File: config.mk
export PLATFORM = sky130hd
export DESIGN_NAME = td4_program_sequencer
export DESIGN_NICKNAME = d
export VERILOG_FILES = /design/src/rtl/td4_program_sequencer.sv
export SDC_FILE = /design/constraint.sdc
export NUM_CORES = 1
export LEC_CHECK = 0
export CAP_MARGIN = 30
export CORE_UTILIZATION = 35
export CTS_CLUSTER_SIZE = 20
export DETAILED_ROUTE_END_ITERATION = 6
export SYNTH_ARGS = -nofsm -noshare
export SYNTH_HDL_FRONTEND = slang
export SYNTH_SLANG_ARGS = --single-unit
File: constraint.sdc
create_clock -name clk -period 3.22 [get_ports clk]
set_clock_uncertainty 0.2 [all_clocks]
set_input_delay 0.322 -clock clk [delete_from_list [all_inputs] [get_ports clk]]
set_output_delay 0.322 -clock clk [all_outputs]
set_load 0.02 [all_outputs]
File: src/rtl/td4_program_sequencer.sv
// td4_program_sequencer
// Program store and execution controller for a 4-bit TD4-style core.
// Holds 16 x 8-bit program words, presents {opcode, immediate} for the
// core's PC, and issues per-instruction step pulses under HALT / RUN /
// STEP / CLEAR commands with a run-rate divider and a PC breakpoint.
//
// Handshake: a program write happens on a cycle where load_valid and
// load_ready are both high; load_ready is high only while halted (IDLE),
// and load_valid may be held or dropped freely without side effects.
// Commands have no ready: cmd_valid is sampled every cycle and a command
// that the current state does not accept is dropped.
module td4_program_sequencer (
  input  logic       clk,
  input  logic       rst,
  input  logic       load_valid,
  output logic       load_ready,
  input  logic [3:0] load_addr,
  input  logic [7:0] load_data,
  input  logic       cmd_valid,
  input  logic [1:0] cmd,
  input  logic [7:0] div,
  input  logic       bp_en,
  input  logic [3:0] bp_addr,
  input  logic [3:0] pc_in,
  output logic [3:0] opcode,
  output logic [3:0] immediate,
  output logic       cpu_step,
  output logic       cpu_rst,
  output logic       halted,
  output logic       bp_hit,
  output logic [7:0] step_count,
  output logic [1:0] dbg_state
);

  typedef enum logic [1:0] {
    S_IDLE  = 2'd0,
    S_RUN   = 2'd1,
    S_STEP  = 2'd2,
    S_CLEAR = 2'd3
  } state_t;

  localparam logic [1:0] CMD_HALT  = 2'b00;
  localparam logic [1:0] CMD_RUN   = 2'b01;
  localparam logic [1:0] CMD_STEP  = 2'b10;
  localparam logic [1:0] CMD_CLEAR = 2'b11;

  logic [7:0] mem_q [16];
  state_t     state_q;
  logic [7:0] div_cnt_q;
  logic       clr_cnt_q;
  logic       bp_hit_q;
  logic [7:0] step_count_q;

  logic       div_hit;
  logic       bp_match;
  logic       halt_cmd;
  logic       clear_cmd;
  logic       load_fire;
  logic [7:0] cur_word;

  // Decode of the current state plus live div / pc / command inputs.
  always_comb begin
    div_hit   = (div_cnt_q == div);
    bp_match  = bp_en && (pc_in == bp_addr);
    halt_cmd  = cmd_valid && (cmd == CMD_HALT);
    clear_cmd = cmd_valid && (cmd == CMD_CLEAR);
    load_fire = load_valid && (state_q == S_IDLE);
    cur_word  = mem_q[pc_in];
    // A RUN step fires only on exact divider equality, never before a
    // breakpointed instruction, and never in the cycle HALT is sampled.
    cpu_step  = (state_q == S_STEP) ||
                ((state_q == S_RUN) && div_hit && !bp_match && !halt_cmd);
  end

  assign opcode     = cur_word[7:4];
  assign immediate  = cur_word[3:0];
  assign load_ready = (state_q == S_IDLE);
  assign halted     = (state_q == S_IDLE);
  assign cpu_rst    = (state_q == S_CLEAR);
  assign bp_hit     = bp_hit_q;
  assign step_count = step_count_q;
  assign dbg_state  = state_q;

  // Program memory: cleared by reset, written only through the load handshake.
  always_ff @(posedge clk) begin
    if (rst) begin
      for (int i = 0; i < 16; i++) mem_q[i] <= 8'h00;
    end else if (load_fire) begin
      mem_q[load_addr] <= load_data;
    end
  end

  // Control FSM with divider, clear timer, breakpoint flag and step counter.
  always_ff @(posedge clk) begin
    if (rst) begin
      state_q      <= S_IDLE;
      div_cnt_q    <= 8'd0;
      clr_cnt_q    <= 1'b0;
      bp_hit_q     <= 1'b0;
      step_count_q <= 8'd0;
    end else begin
      // Saturating count; a CLEAR entry below takes priority over it.
      if (cpu_step && (step_count_q != 8'hFF)) step_count_q <= step_count_q + 8'd1;
      case (state_q)
        S_IDLE: begin
          if (cmd_valid) begin
            case (cmd)
              CMD_RUN: begin
                state_q   <= S_RUN;
                div_cnt_q <= 8'd0;
                bp_hit_q  <= 1'b0;
              end
              CMD_STEP: begin
                state_q  <= S_STEP;
                bp_hit_q <= 1'b0;
              end
              CMD_CLEAR: begin
                state_q      <= S_CLEAR;
                clr_cnt_q    <= 1'b0;
                bp_hit_q     <= 1'b0;
                step_count_q <= 8'd0;
              end
              default: ;
            endcase
          end
        end
        S_RUN: begin
          if (clear_cmd) begin
            state_q      <= S_CLEAR;
            clr_cnt_q    <= 1'b0;
            bp_hit_q     <= 1'b0;
            step_count_q <= 8'd0;
          end else if (halt_cmd) begin
            state_q <= S_IDLE;
          end else if (div_hit) begin
            div_cnt_q <= 8'd0;
            if (bp_match) begin
              state_q  <= S_IDLE;
              bp_hit_q <= 1'b1;
            end
          end else begin
            // Free-running wrap: lowering div below the count never
            // produces an early step.
            div_cnt_q <= div_cnt_q + 8'd1;
          end
        end
        S_STEP: begin
          state_q <= S_IDLE;
        end
        S_CLEAR: begin
          if (clr_cnt_q) state_q <= S_IDLE;
          else           clr_cnt_q <= 1'b1;
        end
        default: state_q <= S_IDLE;
      endcase
    end
  end

endmodule

Yosys cells after proc, flatten, opt, wreduce, memory -nomap -nowiden:

Memory sizes are Yosys's and may differ from the RTL's.
Index checks and enable logic that the tools add are counted.

* bits in registers: 20
* RAM bits: 128
* input port bits: 35
* memories: 1

Memory list
* mem_q: words 16, bits a word 8, rd ports 1, clocked after memory_dff 0, wr ports 16, line 47 `logic [7:0] mem_q [16];`

* add/subtract/negate cells: 2
* eq/ne operators: 23
* multiplexer cells: 38
* reduce and logical (&&, ||, !) cells: 21

Operator list (count)
* $mux W8: 10
* $pmux W8 S2: 2
* $add A8 B1 Y8 const B: 2
* $mux W1: 15
* $mux W2: 6
* $ne A2 B2 Y1 const B: 5
* $reduce_and A5 Y1: 2
* $ne A3 B3 Y1 const B: 3
* $eq A2 B2 Y1 const B: 4
* $eq A8 B8 Y1: 1
* $logic_and A1 B1 Y1: 8
* $ne A4 B4 Y1 const B: 2
* $ne A8 B8 Y1 const B: 1
* $pmux W2 S4: 1
* $reduce_or A8 Y1: 1
* $ne A2 B1 Y1 const B: 3
* $pmux W2 S3: 1
* $reduce_and A6 Y1: 1
* $eq A2 B1 Y1 const B: 2
* $eq A4 B4 Y1: 1
* $logic_not A2 Y1: 2
* $mux W4: 1
* $ne A4 B1 Y1 const B: 1
* $reduce_and A4 Y1: 1
* 7 further kinds: 8

Logic depth before layout (Yosys ltp):

Gate-level depths: netlist (run 1).

* depth after elaboration: 11
* mapped depth: 7
* depth with buffers taken out: 7

Least setup slack after synthesis (run 1):

OpenSTA, ideal clock, no wires.

* kind: input to output
* start: input pc_in[1]
* end: output immediate[0]
* arrival time: 1.761 ns
* data required time: 2.698 ns
* slack: 0.937 ns
* stages on the path: 4
* buffers on the path: 2
* cell sequence: clkbuf_1 -> buf_1 -> mux4_2 -> mux4_2

* cells in the longest elaborated chain, start to end: 1

RTL lines
* start: declaration: line 24 `input logic [3:0] pc_in,`
* $mem_v2 Z16 W8
* end: declaration: line 26 `output logic [3:0] immediate,`

Every way passes these cells.

Worst setup path in the final report (run 1):

* start: register div_cnt_q[2]
* end: output cpu_step

* cells in the longest elaborated chain, start to end: 5

RTL lines
* start: declaration: line 49 `logic [7:0] div_cnt_q;`
* start signal: assignment: line 144 `div_cnt_q <= div_cnt_q + 8'd1;`
* $eq A8 B8 Y1: line 63 `div_hit = (div_cnt_q == div);`
* $logic_and A1 B1 Y1 (3 in a row): line 72 `((state_q == S_RUN) && div_hit && !bp_match && !halt_cmd);`
* $logic_or A1 B1 Y1: line 71 `cpu_step = (state_q == S_STEP) ||`
* end: declaration: line 27 `output logic cpu_step,`

Every way passes these cells.

==> flow_summary.toml, run 1 <==
[run_status]
status = "completed"

[timing]
fmax_ghz = 0.330
finalSetupTns_ns = 0
setup_viol = 0
period_share_pct = 94.1
worst_pin_slew_ns = 0.819
slew_viol_final = 0
slew_headroom_pct = 45.0
rsz0062_at_grt = "no"
hold_viol_final = 0
min_period_ns = 3.03

[placement]
place_area_um2 = 8070
hpwl_um = 11600
io_buffers = 57
gp_congestion = 0.768

[clocking]
tritoncts = "yes"
postCtsSetupBuffers = 0
cts_inserted_buffers = 17
cts.path.max_buffers = 2
postCtsHoldBufs = 0
clockRootBuffer = "clkbuf_16"
clock_latency_ns = 0.42
clk_pin_slew_worst_paths_ns = 0.07
h-tree-depth = 4
cts_sinks = 148
cts.repair.resized = 0

[setup_path]
crit_arrival_ns = 2.51
crit_required_ns = 2.70
rr_worst_depth = 6
start_kind = "flop"
critical-path-max-stage-delay_ns = 0.65
critPathMaxFanout = 5
cp_cell_sequence = "xnor2_1 -> nand4_1 -> or2_4 -> o31ai_4 -> clkdlybuf4s50_1"
crit_path_top_delay_cell = "clkdlybuf4s50_1"
worst_setup_path_end_kind = "output port"
worst-setup-path-type = "reg -> out"

[hold_path]
hold_path_class = "reg -> reg"
min_path_cells = 1

[final_layout]
drive_above_1_share_pct = 18.7
design_area_um2 = 8660
insertedDiodeCount = 0
n_fill_cell = 1819
final_common_cell = "and2_1"
layout.nets = 611
areaGrowthSynthToFinish_pct = 22.0
layout_common_cells = "and2_1 (129), edfxtp_1 (128), clkdlybuf4s50_1 (56), mux4_2 (40), nor2_1 (27)"

[synthesis]
syn_area_um2 = 7100
synth_edf_count = 128
yosysTopAreaCell = "edfxtp_1"
synth_top_area_share_pct = 54.1
async_flop_share_pct = 0
seq_area_frac_synth_pct = 59.8
ys_warn_count = 0
yosys_register_bits = 148
syn_nets = 537
synthCells = 500
avgSynthCellArea_um2 = 14.2
synth_cell_types = 49
synthFlopType = "edfxtp_1"
yosys-top-cells-area = "edfxtp_1 (54%), mux4_2 (13%), and2_1 (11%)"

[global_route]
grt_pass1_wl_um = 24600
grt_start_max_net_pins = 34
grt_overflow = 0
grt_pass1_vias = 4291
antenna_found_initial = 0
grt_usage_pct = 16.6

[floorplanning]
die_height_um = 144
dieArea_um2 = 20900
die_w_um = 144
core_area_um2 = 19700
start_util_pct = 36.1
rows = 51
io_pins = 58

[route]
wl_met3_um = 910
firstDrtPassIters = 5
via_count = 4276
wl_um = 15800
met1Wirelength_um = 7030
drtIter0Drc = 338
drcViolationCount = 0
avgRoutedWirePerCell_um = 18.5
wl_met2_um = 7710
via_per_inst = 5.02
top_layer = "met4"
drtAntennaViolNets = 0

[power]
ir_drop_v = 0.000341
leakage_nw = 3.10
power_density_nw_per_um2 = 525
power.total_mw = 4.55

[job]
max_cap_viol_count = 0
[layout make-up]
class                           count  area (um2)  share of cell area, %
Clock buffer                       17         425                   4.91
Inverter                            6        22.5                  0.260
Sequential cell                   148        4240                   49.0
Timing Repair Buffer               79         756                   8.72
Multi-Input combinational cell    322        2720                   31.3
Tap cell                          265         332                   3.83
Clock inverter                     15         170                   1.96
[where the power goes]
part	internal (mW)	switching [mW]
sequential	2.14	0.0267
clock	1.17	0.816
combinational	0.188	0.210
[critical path: cells and delay by family (launching register included)]
| family | cells | cell delay, ns |
|---|---|---|
| xor+xnor | 1 | 0.15 |
| compound gates | 1 | 0.30 |
| simple gates | 2 | 0.55 |
| flops | 1 | 0.43 |
| buf+inv | 1 | 0.65 |
[worst paths after layout]
| kind | to | slack, ns | from |
|---|---|---|---|
| setup / recovery | cpu_step | 0.19 | div_cnt_q[2] |
| hold reg to reg | clr_cnt_q | 0.31 | clr_cnt_q |
| setup reg to reg | mem_q[9][6] | 0.73 | dbg_state[1] |
| hold / removal | clr_cnt_q | 0.31 | clr_cnt_q |
[stage by stage]
step / util [%] / setup WS (ns) / instances / hold WS (ns)
2_1_floorplan: - / 0.937 / 500 / 0.259
3_3_place_gp: 41.1 / 0.175 / 820 / 0.279
3_5_place_dp: 41.1 / 0.192 / 820 / 0.296
4_1_cts: 44.1 / 0.161 / 852 / 0.310
5_1_grt: 44.1 / 0.0340 / 852 / 0.353
6_report: 44.1 / 0.191 / 852 / 0.312
[registers in the layout, summed over array words and instances (netlist names)]
signal and count:
clr_cnt_q 1, dbg_state 2, step_count 8, bp_hit 1, mem_q 128, div_cnt_q 8
[layer usage]
metal / track usage, % / vias to the layer above
li1: - / 1997
met1: 21.4 / 2158
met2: 27.1 / 109
met3: 4.60 / 12
met4: 4.71 / 0
met5: 0 / -
[cell usage after synthesis (2+ instances only)]
master,n
o21ai_0,8
a211oi_1,3
dfxtp_1,20
nand3_1,7
or3_1,6
o31ai_4,2
nand2_1,12
and2_1,129
buf_4,6
xor2_1,7
ha_1,2
nand2b_1,3
clkbuf_1,12
mux2i_1,2
a21oi_1,8
or2_1,17
mux4_2,40
nand4_1,5
inv_1,5
nor3_2,4
edfxtp_1,128
nor2b_1,4
nor2_1,27
xnor2_1,14
buf_1,2
buf_2,4
[kinds of logic (layout without fill, tap and decap cells)]
logic type	after synthesis	after routing	synth area share, %
compound gates	33	33	3.54
xor+xnor	21	21	2.59
simple gates	224	224	18.8
buf+inv	30	117	1.97
flops	148	148	59.8
mux	42	42	13.0
fa+ha+maj	2	2	0.352
Note: power is estimated with default switching activity, not from simulation.
==> inputs of run 2 (changes only) <==
--- a/config.mk
+++ b/config.mk
@@ -5,7 +5,7 @@
 export SDC_FILE = /design/constraint.sdc
 export NUM_CORES = 1
 export LEC_CHECK = 0
-export CAP_MARGIN = 30
+export CAP_MARGIN = 20
 export CORE_UTILIZATION = 35
 export CTS_CLUSTER_SIZE = 20
 export DETAILED_ROUTE_END_ITERATION = 6
==> results of run 2 <==
The final DEF is identical to that of run 1; final timing and power are the same.
==> inputs of run 3 (changes only) <==
--- a/config.mk
+++ b/config.mk
@@ -6,6 +6,8 @@
 export NUM_CORES = 1
 export LEC_CHECK = 0
 export CAP_MARGIN = 20
+export CORE_ASPECT_RATIO = 0.5
+export CORE_MARGIN = 1.5
 export CORE_UTILIZATION = 35
 export CTS_CLUSTER_SIZE = 20
 export DETAILED_ROUTE_END_ITERATION = 6
==> run 3 against run 2 <==
Effect of this change: flip-flop and latch count did not move; largest cell class unchanged; global-route usage fell by 0.40 points; fmax fell by 1.2%; first-iteration DRC count rose by 3.0%; cell count rose by 0.35%; die area rose by 1.6%; register-to-register slack got worse by 0.03 ns; count of clock-buffer cells in the layout did not move; worst hold slack improved by 0.0095 ns; sequential power barely moved; critical endpoint is now immediate[2]; design area rose by 0.32%; combinational power barely moved.
==> flow_summary.toml, run 3 (synthesis gave the netlist of run 1 again) <==
[timing]
worst_slack_ns = 0.154
period_share_pct = 95.2
slew_headroom_pct = 51.3
finalSetupTns_ns = 0
worst_pin_slew_ns = 0.725
setup_viol = 0
hold_viol_final = 0
min_period_ns = 3.07
rsz0062_at_grt = "no"
fin_hold_ws_ns = 0.321
slew_viol_final = 0
fmax_ghz = 0.326

[global_route]
antenna_found_initial = 0
grt_pass1_wl_um = 25500
grt_overflow = 0
grt_pass1_vias = 4175
grt_start_max_net_pins = 33
grt_usage_pct = 16.2

[clocking]
clk_pin_slew_worst_paths_ns = 0.06
clockRootBuffer = "clkbuf_16"
cts.repair.resized = 0
cts_inserted_buffers = 17
cts.path.max_buffers = 2
postCtsSetupBuffers = 0
tritoncts = "yes"
clock_latency_ns = 0.41
cts_sinks = 148
postCtsHoldBufs = 0
h-tree-depth = 4

[final_layout]
final_common_cell = "and2_1"
drive_above_1_share_pct = 19.0
layout_common_cells = "and2_1 (129), edfxtp_1 (128), clkdlybuf4s50_1 (56), mux4_2 (40), nor2_1 (27)"
largest_register = "mem_q"
areaGrowthSynthToFinish_pct = 22.4
largest_register_ffs = 128
insertedDiodeCount = 0
design_area_um2 = 8690
layout.nets = 613
n_fill_cell = 1771

[route]
via_per_inst = 4.92
avgRoutedWirePerCell_um = 18.9
drtAntennaViolNets = 0
firstDrtPassIters = 4
drcViolationCount = 0
wl_um = 16200
via_count = 4210
drtIter0Drc = 348

[setup_path]
crit_required_ns = 2.70
start_kind = "input port"
worst_setup_path_end_kind = "output port"
rr_worst_depth = 6
rr_endpoint = "mem_q[12][4]"
crit_arrival_ns = 2.54
r2r_slack_ns = 0.70
critical-path-max-stage-delay_ns = 0.56
cp_cell_sequence = "clkdlybuf4s50_1 -> buf_12 -> mux4_2 -> mux4_2 -> clkdlybuf4s50_1"
crit_path_top_delay_cell = "clkdlybuf4s50_1"
regToRegStartpoint = "dbg_state[1]"
worst-setup-path-type = "in -> out"
critPathMaxFanout = 32

[floorplanning]
io_pins = 58
die_w_um = 204
start_util_pct = 36.1
dieArea_um2 = 21200
core_area_um2 = 19700
rows = 36
die_height_um = 104

[power]
leakage_nw = 3.11
ir_drop_v = 0.000402
power_density_nw_per_um2 = 526

[job]
max_cap_viol_count = 0

[placement]
pre_cts_ws_ns = 0.139
hpwl_um = 12000
gp_congestion = 0.768
place_area_um2 = 8100
io_buffers = 57

[hold_path]
hold_path_class = "reg -> reg"
min_from = "step_count[5]"
min_to = "step_count[5]"
min_path_cells = 2

[run_status]
status = "completed"
run 3: changes by cell type in the layout (fill, tap and decap cells not counted), sizes merged:
cell and delta:
buf +2, inv -1, clkinvlp +1
run 3: layout make-up:
cell class                      instances  area [um2]  share of cell area (%)
Clock buffer                           17         425                    4.89
Clock inverter                         15         169                    1.94
Inverter                                6        22.5                   0.259
Multi-Input combinational cell        322        2720                    31.2
Sequential cell                       148        4240                    48.8
Tap cell                              266         333                    3.83
Timing Repair Buffer                   81         783                    9.01
run 3: report_power, final:
group	internal [mW]	total (mW)	switching [mW]
Combinational	0.192	0.402	0.210
Clock	1.16	1.99	0.831
Sequential	2.14	2.18	0.0328
run 3: metrics by stage:
step | total power [mW] | utilization, % | cells
2_1_floorplan | 2.44 | - | 500
3_3_place_gp | 2.62 | 41.1 | 823
3_5_place_dp | 2.62 | 41.1 | 823
4_1_cts | 4.62 | 44.2 | 855
5_1_grt | 4.73 | 44.2 | 855
6_report | 4.57 | 44.2 | 855
run 3: how the worst max path moves through the flow:
stage	from	to	slack [ns]	depth (start not counted)
floorplan	pc_in[1]	immediate[0]	0.94	4
global placement	pc_in[1]	immediate[2]	0.16	5
detailed placement	pc_in[1]	immediate[2]	0.14	5
CTS	pc_in[1]	immediate[2]	0.14	5
global route	pc_in[1]	immediate[2]	0.1	5
finish	pc_in[1]	immediate[2]	0.15	5
run 3: per-layer routing:
metal	up-vias	global-route usage (%)	share of wire (%)
met5	-	0	0
met4	0	4.52	1.3
met3	14	2.89	3.1
met2	77	23.9	45
met1	2118	24.2	50
li1	2001	-	-
run 3: worst max-delay path, delay by kind of cell:
family	cells	cell delay, ns
buf+inv	3	1.34
mux	2	0.86
